### src/rtl/bpi_burst_seq_pkg.sv
// Shared types for the BPI burst sequencer: state encodings, strobe bundle,
// default timing constants and small helpers used by the FSM.
package bpi_burst_seq_pkg;

  localparam int DEF_RD_WAIT  = 3;
  localparam int DEF_WR_PULSE = 2;
  localparam int DEF_WR_RECOV = 1;

  typedef enum logic [3:0] {
    ST_STANDBY    = 4'h0,
    ST_CAPTURE    = 4'h1,
    ST_LATCH_ADDR = 4'h2,
    ST_RD_WAIT    = 4'h3,
    ST_LOAD       = 4'h4,
    ST_DBG_HOLD   = 4'h5,
    ST_WR_DATA    = 4'h6,
    ST_WR_PULSE   = 4'h7,
    ST_WR_RECOV   = 4'h8,
    ST_DONE       = 4'h9
  } state_t;

  typedef struct packed {
    logic busy;
    logic cap;
    logic e;
    logic g;
    logic l;
    logic w;
    logic load;
  } strobes_t;

  // Strobe levels owned by each state; outputs register this for the state being entered.
  function automatic strobes_t decode_strobes(input state_t st);
    strobes_t s;
    s      = '0;
    s.busy = (st != ST_STANDBY);
    s.cap  = (st == ST_CAPTURE);
    s.l    = (st == ST_LATCH_ADDR);
    s.e    = (st == ST_LATCH_ADDR) || (st == ST_RD_WAIT) || (st == ST_LOAD) ||
             (st == ST_DBG_HOLD) || (st == ST_WR_PULSE);
    s.g    = (st == ST_RD_WAIT) || (st == ST_LOAD) || (st == ST_DBG_HOLD);
    s.w    = (st == ST_WR_PULSE);
    s.load = (st == ST_LOAD);
    return s;
  endfunction

  // Timer preload for a state lasting 'cycles' cycles; counter exits on zero.
  function automatic logic [3:0] timer_preload(input int unsigned cycles);
    if (cycles == 0) return 4'd0;
    return 4'(cycles - 1);
  endfunction

endpackage

### src/rtl/bpi_burst_seq_if.sv
// Command/status and flash-strobe bundle between the BPI command logic
// (master) and the burst sequencer (slave).
interface bpi_burst_seq_if #(
  parameter int ADDR_W = 23,
  parameter int CNT_W  = 4
);
  logic              EXECUTE;
  logic              READ;
  logic              WRITE;
  logic [ADDR_W-1:0] ADDR_IN;
  logic [CNT_W-1:0]  LEN;
  logic              WR_VLD;
  logic              DEBUG;
  logic              GO;
  logic              ABORT;

  logic              BUSY;
  logic              CAP;
  logic              E;
  logic              G;
  logic              L;
  logic              W;
  logic              LOAD;
  logic              WR_ACK;
  logic              ERR;
  logic              DONE;
  logic [ADDR_W-1:0] ADDR_OUT;
  logic [CNT_W-1:0]  WORD_CNT;
  logic [3:0]        INTF_STATE;

  modport master (
    output EXECUTE, READ, WRITE, ADDR_IN, LEN, WR_VLD, DEBUG, GO, ABORT,
    input  BUSY, CAP, E, G, L, W, LOAD, WR_ACK, ERR, DONE,
           ADDR_OUT, WORD_CNT, INTF_STATE
  );

  modport slave (
    input  EXECUTE, READ, WRITE, ADDR_IN, LEN, WR_VLD, DEBUG, GO, ABORT,
    output BUSY, CAP, E, G, L, W, LOAD, WR_ACK, ERR, DONE,
           ADDR_OUT, WORD_CNT, INTF_STATE
  );
endinterface

### src/rtl/bpi_burst_seq_wait_timer.sv
// Loadable 4-bit down-counter with zero flag; times the read wait,
// write pulse and write recovery phases of the sequencer.
module bpi_burst_seq_wait_timer (
  input  logic       CLK,
  input  logic       RST,
  input  logic       load,
  input  logic [3:0] load_val,
  input  logic       dec,
  output logic       zero
);

  logic [3:0] count;

  // Saturates at zero so the count can never wrap.
  always_ff @(posedge CLK or posedge RST) begin
    if (RST) begin
      count <= 4'd0;
    end else if (load) begin
      count <= load_val;
    end else if (dec && (count != 4'd0)) begin
      count <= count - 4'd1;
    end
  end

  assign zero = (count == 4'd0);

endmodule

### src/rtl/bpi_burst_seq.sv
// BPI parallel-flash burst sequencer: captures a start address and length,
// then runs auto-incrementing read or write word cycles on the flash strobes.
module bpi_burst_seq
  import bpi_burst_seq_pkg::*;
#(
  parameter int ADDR_W   = 23,
  parameter int CNT_W    = 4,
  parameter int RD_WAIT  = DEF_RD_WAIT,
  parameter int WR_PULSE = DEF_WR_PULSE,
  parameter int WR_RECOV = DEF_WR_RECOV
) (
  input logic CLK,
  input logic RST,
  bpi_burst_seq_if.slave bus
);

  state_t     state;
  state_t     next_state;
  strobes_t   next_strobes;
  logic       capture_en;
  logic       advance;
  logic       last_word;
  logic       err_pulse;
  logic       timer_load;
  logic [3:0] timer_val;
  logic       timer_zero;

  bpi_burst_seq_wait_timer u_timer (
    .CLK      (CLK),
    .RST      (RST),
    .load     (timer_load),
    .load_val (timer_val),
    .dec      (~timer_load),
    .zero     (timer_zero)
  );

  always_ff @(posedge CLK or posedge RST) begin
    if (RST) state <= ST_STANDBY;
    else     state <= next_state;
  end

  // Abort overrides every other exit; a finished word either advances or ends the burst.
  always_comb begin
    next_state = state;
    capture_en = 1'b0;
    advance    = 1'b0;
    err_pulse  = 1'b0;
    last_word  = (bus.WORD_CNT == '0);
    if ((state != ST_STANDBY) && bus.ABORT) begin
      next_state = ST_STANDBY;
    end else begin
      case (state)
        ST_STANDBY: begin
          if (bus.EXECUTE) begin
            next_state = ST_CAPTURE;
            capture_en = 1'b1;
          end
        end
        ST_CAPTURE: next_state = ST_LATCH_ADDR;
        ST_LATCH_ADDR: begin
          if (bus.READ && bus.WRITE) begin
            next_state = ST_STANDBY;
            err_pulse  = 1'b1;
          end else if (bus.WRITE) begin
            next_state = ST_WR_DATA;
          end else if (bus.READ) begin
            next_state = ST_RD_WAIT;
          end else begin
            next_state = ST_STANDBY;
          end
        end
        ST_RD_WAIT: begin
          if (timer_zero) next_state = ST_LOAD;
        end
        ST_LOAD: begin
          if (bus.DEBUG) begin
            next_state = ST_DBG_HOLD;
          end else begin
            advance    = ~last_word;
            next_state = last_word ? ST_DONE : ST_RD_WAIT;
          end
        end
        ST_DBG_HOLD: begin
          if (bus.GO) begin
            advance    = ~last_word;
            next_state = last_word ? ST_DONE : ST_RD_WAIT;
          end
        end
        ST_WR_DATA: begin
          if (bus.WR_VLD) next_state = ST_WR_PULSE;
        end
        ST_WR_PULSE: begin
          if (timer_zero) begin
            if (WR_RECOV == 0) begin
              advance    = ~last_word;
              next_state = last_word ? ST_DONE : ST_WR_DATA;
            end else begin
              next_state = ST_WR_RECOV;
            end
          end
        end
        ST_WR_RECOV: begin
          if (timer_zero) begin
            advance    = ~last_word;
            next_state = last_word ? ST_DONE : ST_WR_DATA;
          end
        end
        ST_DONE: next_state = ST_STANDBY;
        default: next_state = ST_STANDBY;
      endcase
    end
  end

  // Timer reloads on every state change so each timed phase starts fresh.
  always_comb begin
    timer_load = (next_state != state);
    timer_val  = 4'd0;
    case (next_state)
      ST_RD_WAIT:  timer_val = timer_preload(RD_WAIT);
      ST_WR_PULSE: timer_val = timer_preload(WR_PULSE);
      ST_WR_RECOV: timer_val = timer_preload(WR_RECOV);
      default:     timer_val = 4'd0;
    endcase
  end

  assign next_strobes = decode_strobes(next_state);

  always_ff @(posedge CLK or posedge RST) begin
    if (RST) begin
      bus.ADDR_OUT <= '0;
      bus.WORD_CNT <= '0;
    end else if (capture_en) begin
      bus.ADDR_OUT <= bus.ADDR_IN;
      bus.WORD_CNT <= bus.LEN;
    end else if (advance) begin
      bus.ADDR_OUT <= bus.ADDR_OUT + ADDR_W'(1);
      bus.WORD_CNT <= bus.WORD_CNT - CNT_W'(1);
    end
  end

  // Outputs are registered copies of the decode for the state being entered.
  always_ff @(posedge CLK or posedge RST) begin
    if (RST) begin
      bus.BUSY   <= 1'b0;
      bus.CAP    <= 1'b0;
      bus.E      <= 1'b0;
      bus.G      <= 1'b0;
      bus.L      <= 1'b0;
      bus.W      <= 1'b0;
      bus.LOAD   <= 1'b0;
      bus.WR_ACK <= 1'b0;
      bus.ERR    <= 1'b0;
      bus.DONE   <= 1'b0;
    end else begin
      bus.BUSY   <= next_strobes.busy;
      bus.CAP    <= next_strobes.cap;
      bus.E      <= next_strobes.e;
      bus.G      <= next_strobes.g;
      bus.L      <= next_strobes.l;
      bus.W      <= next_strobes.w;
      bus.LOAD   <= next_strobes.load;
      bus.WR_ACK <= (next_state == ST_WR_PULSE) && (state != ST_WR_PULSE);
      bus.ERR    <= err_pulse;
      bus.DONE   <= (next_state == ST_DONE);
    end
  end

  assign bus.INTF_STATE = state;

endmodule

### src/flat_wrapper.sv
// flat-port wrapper written by rule: the top's interface ports become plain ports
module bpi_burst_seq_flat import bpi_burst_seq_pkg::*;
#(
  parameter int ADDR_W   = 23,
  parameter int CNT_W    = 4,
  parameter int RD_WAIT  = DEF_RD_WAIT,
  parameter int WR_PULSE = DEF_WR_PULSE,
  parameter int WR_RECOV = DEF_WR_RECOV
)
  (CLK, RST, bus_EXECUTE, bus_READ, bus_WRITE, bus_ADDR_IN, bus_LEN, bus_WR_VLD, bus_DEBUG, bus_GO, bus_ABORT, bus_BUSY, bus_CAP, bus_E, bus_G, bus_L, bus_W, bus_LOAD, bus_WR_ACK, bus_ERR, bus_DONE, bus_ADDR_OUT, bus_WORD_CNT, bus_INTF_STATE);
  bpi_burst_seq_if #(.ADDR_W(ADDR_W), .CNT_W(CNT_W)) bus_i ();
  input logic CLK;
  input logic RST;
  input wire logic [$bits(bus_i.EXECUTE)-1:0] bus_EXECUTE;
  input wire logic [$bits(bus_i.READ)-1:0] bus_READ;
  input wire logic [$bits(bus_i.WRITE)-1:0] bus_WRITE;
  input wire logic [$bits(bus_i.ADDR_IN)-1:0] bus_ADDR_IN;
  input wire logic [$bits(bus_i.LEN)-1:0] bus_LEN;
  input wire logic [$bits(bus_i.WR_VLD)-1:0] bus_WR_VLD;
  input wire logic [$bits(bus_i.DEBUG)-1:0] bus_DEBUG;
  input wire logic [$bits(bus_i.GO)-1:0] bus_GO;
  input wire logic [$bits(bus_i.ABORT)-1:0] bus_ABORT;
  output wire logic [$bits(bus_i.BUSY)-1:0] bus_BUSY;
  output wire logic [$bits(bus_i.CAP)-1:0] bus_CAP;
  output wire logic [$bits(bus_i.E)-1:0] bus_E;
  output wire logic [$bits(bus_i.G)-1:0] bus_G;
  output wire logic [$bits(bus_i.L)-1:0] bus_L;
  output wire logic [$bits(bus_i.W)-1:0] bus_W;
  output wire logic [$bits(bus_i.LOAD)-1:0] bus_LOAD;
  output wire logic [$bits(bus_i.WR_ACK)-1:0] bus_WR_ACK;
  output wire logic [$bits(bus_i.ERR)-1:0] bus_ERR;
  output wire logic [$bits(bus_i.DONE)-1:0] bus_DONE;
  output wire logic [$bits(bus_i.ADDR_OUT)-1:0] bus_ADDR_OUT;
  output wire logic [$bits(bus_i.WORD_CNT)-1:0] bus_WORD_CNT;
  output wire logic [$bits(bus_i.INTF_STATE)-1:0] bus_INTF_STATE;
  assign bus_i.EXECUTE = bus_EXECUTE;
  assign bus_i.READ = bus_READ;
  assign bus_i.WRITE = bus_WRITE;
  assign bus_i.ADDR_IN = bus_ADDR_IN;
  assign bus_i.LEN = bus_LEN;
  assign bus_i.WR_VLD = bus_WR_VLD;
  assign bus_i.DEBUG = bus_DEBUG;
  assign bus_i.GO = bus_GO;
  assign bus_i.ABORT = bus_ABORT;
  assign bus_BUSY = bus_i.BUSY;
  assign bus_CAP = bus_i.CAP;
  assign bus_E = bus_i.E;
  assign bus_G = bus_i.G;
  assign bus_L = bus_i.L;
  assign bus_W = bus_i.W;
  assign bus_LOAD = bus_i.LOAD;
  assign bus_WR_ACK = bus_i.WR_ACK;
  assign bus_ERR = bus_i.ERR;
  assign bus_DONE = bus_i.DONE;
  assign bus_ADDR_OUT = bus_i.ADDR_OUT;
  assign bus_WORD_CNT = bus_i.WORD_CNT;
  assign bus_INTF_STATE = bus_i.INTF_STATE;
  bpi_burst_seq #(.ADDR_W(ADDR_W), .CNT_W(CNT_W), .RD_WAIT(RD_WAIT), .WR_PULSE(WR_PULSE), .WR_RECOV(WR_RECOV)) u_core (.CLK(CLK), .RST(RST), .bus(bus_i));
endmodule
### config.mk
export PLATFORM = sky130hd
export DESIGN_NAME = bpi_burst_seq_flat
export DESIGN_NICKNAME = d
export VERILOG_FILES = /design/src/rtl/bpi_burst_seq_pkg.sv /design/src/rtl/bpi_burst_seq_if.sv /design/src/rtl/bpi_burst_seq_wait_timer.sv /design/src/rtl/bpi_burst_seq.sv /design/src/flat_wrapper.sv
export SDC_FILE = /design/constraint.sdc
export NUM_CORES = 1
export LEC_CHECK = 0
export CAP_MARGIN = 20
export CORE_MARGIN = 5
export CORE_UTILIZATION = 30
export CTS_CLUSTER_SIZE = 8
export DETAILED_ROUTE_END_ITERATION = 8
export PLACE_DENSITY = 0.55
export SYNTH_ARGS = -nofsm -noshare
export SYNTH_HDL_FRONTEND = slang
export SYNTH_HIERARCHICAL = 1
export SYNTH_SLANG_ARGS = --single-unit
### constraint.sdc
create_clock -name CLK -period 3.27 [get_ports CLK]
set_input_delay 0.981 -clock CLK [delete_from_list [all_inputs] [get_ports CLK]]
set_output_delay 0.981 -clock CLK [all_outputs]
set_load 0.01 [all_outputs]
==> flow_metrics.py <==
metrics = {
    "logic_synthesis": {
        "synth-seq-cells": 45,
        "synth_enable_flop_cells": 0,
        "synth.area.top_cells": "dfrtp_1 (39%), nor2_1 (3.5%), o21ai_0 (3.5%), nand2_1 (3.4%), nand3_1 (3.1%)",
        "synth_warnings": 6,
        "average_cell_area_after_synthesis_um2": 8.75,
        "synth_top_area_cell": "dfrtp_1",
        "post_synth_fa_ha_maj_area_fraction_pct": 2.62,
        "post_synth_xor_area_fraction_pct": 1.53,
        "synth.distinct_cells": 63,
        "muxShareOfSynthArea_pct": 1.13,
        "mappedNetlistArea_um2": 2870,
        "synth_simple_gate_area_share_pct": 28.2,
        "dominant_synthesized_flop_cell": "dfrtp_1",
        "compound_cell_area_share_of_the_yosys_netlist_pct": 21.7,
        "asyncSetResetFlopFracSynth_pct": 100,
        "synthesis.instances": 328,
        "synth_top_area_share_pct": 39.2,
        "main_combinational_cell_family_by_area_after_synthesis": "simple AND/OR/NAND/NOR gates",
        "ys_seq_area_share_pct": 39.2,
    },
    "floorplanning": {
        "die_area_um2": 11600,
        "ioPinCount": 77,
        "die_h_um": 108,
        "rows": 35,
        "area_of_the_placeable_core_um2": 9280,
        "initial_utilization_pct": 30.9,
        "chipWidth_um": 108,
    },
    "sta": {
        "slew_violations": 0,
        "number_of_hold_violations_in_the_final_report": 0,
        "max_slew.worst_pin.slew_ns": 0.699,
        "max_freq_mhz": 318,
        "setup-violations-final": 0,
        "final_min_period_over_clock_period_pct": 96.0,
        "final_critical_path_setup_slack_ns": 0.130,
        "layout_min_cycle_time_ns": 3.14,
        "fin_worst_skew_ns": 0.00953,
        "slew-limit-headroom_pct": 52.8,
        "final_worst_hold_slack_ns": 0.569,
    },
    "clock_network": {
        "htree_levels": 2,
        "tritoncts_clock_tree": "built",
        "maximum_clock_path_buffer_count": 2,
        "cts-buffers-inserted": 5,
        "path_clk_slew_ns": 0.10,
        "numClockSinks": 45,
        "cts_root_buffer": "clkbuf_8",
        "worst_skew_pair.late_latency_ns": 0.30,
        "cts_hold_repair.buffers": 0,
    },
    "grt": {
        "grt_pass1_vias": 2861,
        "global_route_wire_length_before_repair_um": 14300,
        "grtUsageTotal_pct": 15.1,
        "grt_antenna_before_repair": 0,
        "overflow": 0,
        "grt_max_degree": 30,
    },
    "critical_path": {
        "worst_path_largest_cell_delay_ns": 0.55,
        "cpLargestDelayFamily": "compound AO/OA/AOI/OAI gates",
        "cpMaxStageDelayCell": "or4_4",
        "timing.critical_path.fanout_max": 4,
        "critPathBufInv": 2,
        "setup.worst_path.end_class": "flip-flop",
        "critical_path_class": "in2reg",
        "crit_chain": "clkdlybuf4s50_1 -> nor2b_1 -> or4_4 -> a21oi_1 -> o21ai_1 -> o2111a_1 -> nor4b_4 -> buf_4 -> a221o_1",
        "timing.critical_path.arrival_ns": 3.33,
        "crit_path_start_kind": "input port",
        "critical_path_required_ns": 3.46,
    },
    "layout": {
        "n_antenna_cell": 0,
        "postLayoutCellArea_um2": 4180,
        "fin_util_pct": 45.0,
        "final_net_count": 475,
        "areaGrowthSynthToFinish_pct": 45.7,
        "drive_gt1_share_pct": 16.2,
        "layout.cells.most_common": "clkdlybuf4s50_1",
        "final_cell_mix": "clkdlybuf4s50_1 (74), dfrtp_1 (45), buf_4 (36)",
    },
    "routing": {
        "drt_first_pass_iters": 4,
        "ant_nets": 0,
        "viasPerCell": 5.21,
        "dr_total_vias": 2927,
        "wl_per_cell_um": 15.6,
        "drc": 0,
        "routed_wirelength_um": 8760,
        "dr.first_iter.drc_count": 94,
    },
    "power_and_ir_drop": {
        "peakVddDrop_uv": 350,
        "internal-power_mw": 2.01,
        "power.switching_mw": 1.48,
        "leakagePower_nw": 1.68,
        "ratio_of_total_power_to_cell_area_nw_per_um2": 833,
        "switching_share_pct": 42.4,
        "combPwrFrac_pct": 57.8,
        "share_seq_of_total_power_pct": 31.6,
        "post-layout-total-power_mw": 3.49,
        "clock_power_share_pct": 10.6,
    },
    "placed_design": {
        "finalWeightedCongestion": 0.847,
        "pre_cts_setup_slack_ns": -0.484,
        "dp_hpwl_um": 6470,
        "post_dp_cell_area_um2": 4020,
        "port_buffers": 76,
    },
    "flow_run": {
        "max_cap_violations": 0,
    },
    "status": {
        "run_status": "completed",
    },
    "worst_hold_path": {
        "hp-class": "reg2reg",
    },
}
==> Yosys cell counts (4+ instances only) <==
master	n
nand2b_1	4
nor3b_1	4
nor3_1	5
a31oi_1	14
inv_1	20
clkbuf_1	14
nor2_1	27
xnor2_1	5
and3_1	9
and4_1	4
or4_1	8
a311oi_1	4
nand3_1	18
a21oi_1	7
o31ai_1	8
nand4_1	7
o211ai_1	4
nand2_1	26
ha_1	6
dfrtp_1	45
o21ai_0	20
or3_1	7
a2111oi_0	5
==> flip-flops by register name, indices dropped and copies added, names as in the netlist, 4 cells and up <==
name and count:
u_core/bus.WORD_CNT 4, u_core/u_timer/count 4, u_core/bus.INTF_STATE 4, u_core/bus.ADDR_OUT 23
==> path summary, 6_finish.rpt <==
check	from	cells past startpoint	slack, ns	to
max	bus_DEBUG	9	0.13	u_core/u_timer/count[3]
min	u_core/bus.ADDR_OUT[15]	1	0.57	u_core/bus.ADDR_OUT[15]
max reg2reg	u_core/u_timer/count[0]	12	0.15	u_core/u_timer/count[3]
min reg2reg	u_core/bus.ADDR_OUT[15]	1	0.57	u_core/bus.ADDR_OUT[15]
max in group asynchronous	RST	3	1.62	u_core/bus.WORD_CNT[1]
min in group asynchronous	RST	2	0.92	u_core/u_timer/count[2]
==> worst reg2reg max path, delay by kind of cell, from the launching register on <==
kind                     cells  cell delay, ns
AND/OR/NAND/NOR              5            1.10
AO/OA/AOI/OAI                4            0.97
flip-flops                   1            0.42
buffers and inverters        2            0.28
adder cells (fa/ha/maj)      1            0.23
==> per-layer routing <==
metal | share of wire (%) | routed length [um] | GRT usage [%] | up-vias
met5 | 0 | 0 | 0 | -
met4 | 0.67 | 59 | 3.25 | 0
met3 | 5.8 | 506 | 3.36 | 6
met2 | 47 | 4140 | 25.0 | 71
met1 | 46 | 4060 | 20.1 | 1398
li1 | - | - | - | 1452
==> cell families after synthesis <==
family	count (synthesis)
flip-flops	45
adder cells (fa/ha/maj)	6
multiplexers	3
other	1
AND/OR/NAND/NOR	142
AO/OA/AOI/OAI	89
XOR/XNOR	5
buffers and inverters	37
==> through the flow <==
stage | std cells | TNS, ns
6_report | 562 | 0
4_1_cts | 561 | 0
5_1_grt | 562 | -0.0122
3_3_place_gp | 554 | -1.84
2_1_floorplan | 329 | 0
3_5_place_dp | 554 | -2.01
==> power by group through the flow <==
stage	combinational [mW]	clock (mW)	sequential, mW
final	2.02	0.369	1.10
after global routing	2.22	0.397	1.15
after global placement	1.91	0	1.10
after detailed placement	1.94	0	1.10
after CTS	1.99	0.387	1.10
after floorplan	0.985	0	1.09
==> repair_timing <==
| item | 4_1_cts | 5_1_grt |
|---|---|---|
| pin swaps | 2 | 6 |
| setup buffers | 0 | 1 |
| cloned | 0 | 0 |
| setup endpoints to repair | 4 | 4 |
| resized for setup | 8 | 7 |
==> cell type report <==
type	count	area, um^2
Multi-Input combinational cell	247	1650
Timing Repair Buffer	114	1080
Clock inverter	1	7.51
Clock buffer	6	82.6
Fill cell	918	5100
Tap cell	129	161
Inverter	20	78.8
Sequential cell	45	1130
No activity file was read; power rests on OpenSTA's default activity.
